===== src/rtl/dpram_byte_reader.sv =====
// Read-side engine of the shared dual-port word buffer: tracks rd_ptr against the
// writer's pointer, fetches words over the combinational RAM port and streams bytes out.
`timescale 1ns/1ps
module dpram_byte_reader #(
   parameter int unsigned aw = 8,
   parameter int unsigned dw = 32
) (
   input  logic          rclk,
   input  logic          rrst,
   input  logic [aw:0]   wr_ptr,
   output logic [aw-1:0] raddr,
   input  logic [dw-1:0] dout,
   input  logic          flush,
   output logic [aw:0]   rd_ptr,
   output logic [aw:0]   level,
   output logic          empty,
   output logic          out_valid,
   input  logic          out_ready,
   output logic [7:0]    out_data,
   output logic          out_last
);
   localparam int unsigned NB = dw / 8;
   localparam int unsigned PW = aw + 1;
   localparam int unsigned BW = (NB > 1) ? $clog2(NB) : 1;
   localparam logic [BW-1:0] BI_LAST = BW'(NB - 1);

   typedef enum logic {IDLE, SHIFT} state_t;

   state_t        r_state, w_state_n;
   logic [PW-1:0] r_rd_ptr, w_rd_ptr_n;
   logic [dw-1:0] r_shreg, w_shreg_n;
   logic [BW-1:0] r_bi, w_bi_n;
   logic          w_empty;
   logic          w_load;

   assign w_empty = (wr_ptr == r_rd_ptr);

   // Next-state: flush overrides everything; a word load releases its RAM slot.
   always_comb begin
      w_state_n  = r_state;
      w_rd_ptr_n = r_rd_ptr;
      w_shreg_n  = r_shreg;
      w_bi_n     = r_bi;
      w_load     = 1'b0;
      if (flush) begin
         w_state_n  = IDLE;
         w_rd_ptr_n = wr_ptr;
         w_bi_n     = '0;
      end else begin
         case (r_state)
            IDLE: w_load = !w_empty;
            SHIFT: begin
               if (out_ready) begin
                  if (r_bi != BI_LAST) begin
                     w_shreg_n = r_shreg >> 8;
                     w_bi_n    = r_bi + BW'(1);
                  end else if (!w_empty) begin
                     w_load = 1'b1;
                  end else begin
                     w_state_n = IDLE;
                  end
               end
            end
            default: w_state_n = IDLE;
         endcase
         if (w_load) begin
            w_shreg_n  = dout;
            w_rd_ptr_n = r_rd_ptr + PW'(1);
            w_bi_n     = '0;
            w_state_n  = SHIFT;
         end
      end
   end

   always_ff @(posedge rclk) begin
      if (rrst) begin
         r_state  <= IDLE;
         r_rd_ptr <= '0;
         r_shreg  <= '0;
         r_bi     <= '0;
      end else begin
         r_state  <= w_state_n;
         r_rd_ptr <= w_rd_ptr_n;
         r_shreg  <= w_shreg_n;
         r_bi     <= w_bi_n;
      end
   end

   assign raddr     = r_rd_ptr[aw-1:0];
   assign rd_ptr    = r_rd_ptr;
   assign level     = wr_ptr - r_rd_ptr;
   assign empty     = w_empty;
   assign out_valid = (r_state == SHIFT);
   assign out_data  = r_shreg[7:0];
   assign out_last  = (r_state == SHIFT) && (r_bi == BI_LAST);

endmodule


===== config.mk =====
export PLATFORM = sky130hd
export DESIGN_NAME = dpram_byte_reader
export DESIGN_NICKNAME = d
export VERILOG_FILES = /design/src/rtl/dpram_byte_reader.sv
export SDC_FILE = /design/constraint.sdc
export NUM_CORES = 1
export LEC_CHECK = 0
export BUFFER_PORTS_ARGS = -buffer_cell sky130_fd_sc_hd__buf_2
export CAP_MARGIN = 10
export CORE_ASPECT_RATIO = 0.75
export CORE_MARGIN = 2
export CORE_UTILIZATION = 51
export DETAILED_ROUTE_END_ITERATION = 8
export PLACE_DENSITY = 0.8
export SYNTH_ARGS = -nofsm -noshare
export SYNTH_HDL_FRONTEND = slang
export SYNTH_SLANG_ARGS = --single-unit

===== constraint.sdc =====
create_clock -name rclk -period 2.4 [get_ports rclk]
set_input_delay 0.36 -clock rclk [delete_from_list [all_inputs] [get_ports rclk]]
set_output_delay 0.36 -clock rclk [all_outputs]
set_load 0.005 [all_outputs]

==> results.md <==
- The run finished, with violations left.
- The final reports fail on negative setup slack.
- The detailed router placed 2252 vias in this run.
- Measured in cells, the most critical reg-to-reg path has a length of 8.
- The type of the worst setup path is flip-flop to primary output.
- The maximum buffer depth of the clock tree is 2.
- For hold timing, the worst endpoint is r_shreg[28].
- The final number of max-transition violations is 0.
- The power density relative to cell area is 580.8 mW/mm^2.
- In this run the count of I/O pins placed on the die edge is 82.
- Counting the buffers created by CTS gives 5.
- The kind of path behind the tightest hold check is input pin to flip-flop.
- The measured slew at the worst slew-check pin is 715.1 ps.
- The analysis attributes to cell leakage a power of 1.543 nW.
- The remaining global-route overflow is 0.
- The post-route total power is 1.927 mW.
- The area of the core region is 0.004955 mm^2.
- The start of the worst register-to-register path is rd_ptr[3].
- Measured on the finished design, the core utilization comes to 66.97%.
- The count of cells in the finished layout, fillers not included, comes to 419.
- The maximum fanout along the worst path is 3.
- The placement-stage worst setup slack is -17.70 ps.
- Of the cells placed in the final design, the portion with a size suffix greater than 1 is 43.73%.
- The number of antenna-violating nets in the routed design is 0.
- Synthesis produced a netlist whose cell count is 281.
- The layout-stage area growth over the synthesis result is 24.98%.
- Between clock sinks in the finished design, the worst skew comes to 3.330 ps.
- Across the VDD grid, the largest voltage drop is 267.3 uV.
- The number of antenna cells inserted is 0.
- The mean area per synthesized cell is 9.449 um^2.
- Counting flops with a built-in enable in the synthesized netlist gives 0.
- The count of maximum capacitance violations is 0.
- In the synthesized netlist the dominant register cell turns out to be sky130_fd_sc_hd__dfxtp_1.
- The first global-routing pass estimated 10050 um of wire.
- The clock-pin slew reported for the worst setup and hold paths after clock tree synthesis is 80 ps.
- The worst hold path was traced through 3 stages.
- The hold buffer count at cts is 0.
- The post-route clock period utilization is 102.7%.
- At the worst endpoint, the required time is 2040 ps.
- The mean routed wirelength per cell is 15.20 um.
- The clock net in this run drives a total of 44 sinks.
- The count of different cell masters after synthesis is 42.
- The number of I/O port buffers is 81.
- TritonCTS built the clock tree.
- The maximum number of pins on one net before global-route repair is 49.
- Counting flops and latches in the post-synthesis netlist gives 44.
- The start point of the worst hold path is dout[28].
- The synthesized netlist occupies a cell area of 0.002655 mm^2.
- The setup slack of the most critical reg-to-reg path is 170 ps.
- The die is 66.49 um tall.
- Counting flops with an async set or reset pin after synthesis yields a share of 0%.
- The total wirelength of the detailed-routed design is 6369 um.
- The yosys synthesis warning count is 0.
- The startpoint type of the worst setup path is a flip-flop.
- The final critical path time including I/O delays and setup is 2464 ps.
- Data on the critical path arrives at its endpoint at 2100 ps.
- The endpoint kind of the worst setup timing path is a primary output.
- The final setup violation count is 1.
- Sequential cells were found to cover 33.18% of the synthesized design area.
- The all-layer global routing usage is 22.10%.
- The width of the die is 87.32 um.
- The initialized floorplan defines 22 standard-cell rows.
- The wire-length estimate of the detail-placed layout is 4489 um.
- The number of antenna violations at the first check in global routing is 0.
- The hold violation total from the final report is 0.
- The net count of the mapped netlist is 337.
- The cell at the root of the clock tree is sky130_fd_sc_hd__clkbuf_8.
- The cell total after placement is 408.
- The post-detailed-route via-to-cell ratio is 5.375.
- The pre-antenna-repair detailed-routing pass consisted of 5 iterations.
- The first routing iteration left 123 violations.
- For this run, design rule violations remaining after detail routing come to 0.
- The initial standard-cell utilization of the core is 53.59%.
- The last weighted congestion value of the routability-driven placer is 0.8995.
- The worst register-to-register path ends at r_shreg[22].
- The highest attainable clock frequency is 0.4058 GHz.
- The H-tree was split into 2 levels.
- Headroom to the max-slew limit came out at 52.33%.
- The count of nets after finishing is 414.
- The clock reaches the later pin of the worst-skew pair after 300 ps.
- Once routing completed, OpenROAD measured the worst setup slack at -64.03 ps.
- The full die area is 0.005805 mm^2.
- The number of global-route vias before repair was 2017.
- Setup repair after global routing could not meet its margin everywhere.
-- registers in the layout (all words and copies together) (netlist names) --
| name | cells |
|---|---|
| out_valid | 1 |
| r_shreg | 32 |
| r_bi | 2 |
| rd_ptr | 9 |
-- per-layer routing --
layer / vias up / track usage (%) / wire, um
met5: - / 0 / 0
met4: 0 / 5.769 / 77
met3: 6 / 3.841 / 308
met2: 65 / 32.29 / 2721
met1: 1043 / 33.31 / 3261
li1: 1138 / - / -
-- area by class of cell --
type | count | area [um^2]
clock buffer | 6 | 72.57
clock inverter | 2 | 35.03
fill | 407 | 1637
inverter | 15 | 56.30
multi-input combinational | 190 | 1597
sequential | 44 | 888.4
tap | 60 | 75.07
timing repair buffer | 102 | 594.3
-- stage by stage --
step / hold WS [ps] / setup TNS [ps] / instance area, um^2
3_3_place_gp: 486.8 / -6.028 / 3082
4_1_cts: 298.3 / -14.12 / 3244
2_1_floorplan: 476.4 / 0 / 2655
3_5_place_dp: 494.8 / -17.70 / 3082
6_report: 295.6 / -64.03 / 3318
5_1_grt: 298.7 / -250.4 / 3318
-- layout by cell type, fill, tap and decap left out, types with 6 or more instances in the layout --
master                     Yosys  layout
sky130_fd_sc_hd__buf_4        16      19
sky130_fd_sc_hd__buf_2         3      80
sky130_fd_sc_hd__a211oi_1     10       9
sky130_fd_sc_hd__a211oi_2     24      25
sky130_fd_sc_hd__mux2i_1      26      26
sky130_fd_sc_hd__nor2_1       45      45
sky130_fd_sc_hd__nand3_1       7       7
sky130_fd_sc_hd__ha_1         10       6
sky130_fd_sc_hd__dfxtp_1      44      40
sky130_fd_sc_hd__a22oi_1       9       9
sky130_fd_sc_hd__xnor2_1      13      13
sky130_fd_sc_hd__inv_1        15      12
-- report_power, final --
part	internal [mW]	switching (mW)	total, mW
clock network	0.309	0.260	0.569
registers	0.783	0.0326	0.815
logic	0.267	0.276	0.543
-- worst max-delay path: stages, from the launching register on --
cell and delay (ps):
sky130_fd_sc_hd__dfxtp_2 340, sky130_fd_sc_hd__buf_4 140, sky130_fd_sc_hd__fa_2 380, sky130_fd_sc_hd__nor2b_1 120, sky130_fd_sc_hd__o21ai_1 70, sky130_fd_sc_hd__nand2b_1 160
sky130_fd_sc_hd__a2111oi_4 100, sky130_fd_sc_hd__or3b_4 380, sky130_fd_sc_hd__buf_6 120
-- synthesized netlist by cell type (3+ instances only) --
cell type | number | share of area [%]
sky130_fd_sc_hd__nor2_1 | 45 | 6.4
sky130_fd_sc_hd__inv_1 | 15 | 2.1
sky130_fd_sc_hd__a22oi_1 | 9 | 2.5
sky130_fd_sc_hd__mux2i_1 | 26 | 9.8
sky130_fd_sc_hd__xor2_1 | 3 | 0.99
sky130_fd_sc_hd__nor3_1 | 3 | 0.57
sky130_fd_sc_hd__nand4_1 | 4 | 0.94
sky130_fd_sc_hd__buf_2 | 3 | 0.57
sky130_fd_sc_hd__dfxtp_1 | 44 | 33
sky130_fd_sc_hd__xnor2_1 | 13 | 4.3
sky130_fd_sc_hd__a211oi_1 | 10 | 2.8
sky130_fd_sc_hd__nand2_1 | 3 | 0.42
sky130_fd_sc_hd__a21oi_1 | 3 | 0.57
sky130_fd_sc_hd__buf_6 | 6 | 2.5
sky130_fd_sc_hd__buf_4 | 16 | 4.5
sky130_fd_sc_hd__nand3_1 | 7 | 1.3
sky130_fd_sc_hd__a211oi_2 | 24 | 11
sky130_fd_sc_hd__ha_1 | 10 | 4.7
sky130_fd_sc_hd__clkbuf_1 | 6 | 0.85
sky130_fd_sc_hd__o21ai_0 | 3 | 0.57
-- logic make-up after synthesis --
| kind of cell | Yosys count | share of synthesized area, % |
|---|---|---|
| buffers and inverters | 47 | 10.74 |
| adder cells (fa/ha/maj) | 11 | 5.467 |
| AND/OR/NAND/NOR | 77 | 13.62 |
| multiplexers | 26 | 9.802 |
| AO/OA/AOI/OAI | 60 | 21.91 |
| XOR/XNOR | 16 | 5.278 |
| flip-flops | 44 | 33.18 |
-- worst max-delay path by stage --
| stage | start | end | cells after the start |
|---|---|---|---|
| 2_1_floorplan | rd_ptr[0] | level[6] | 7 |
| 3_3_place_gp | wr_ptr[0] | level[6] | 10 |
| 3_5_place_dp | wr_ptr[0] | level[6] | 10 |
| 4_1_cts | rd_ptr[0] | level[6] | 8 |
| 5_1_grt | rd_ptr[6] | level[6] | 8 |
| 6_report | rd_ptr[1] | level[6] | 8 |
-- repair_timing --
item,in CTS,in global routing
setup endpoints to repair,4,5
buffers inserted,0,3
resized for setup,14,12
pin swaps,3,5
(Power assumes the default switching activity.)
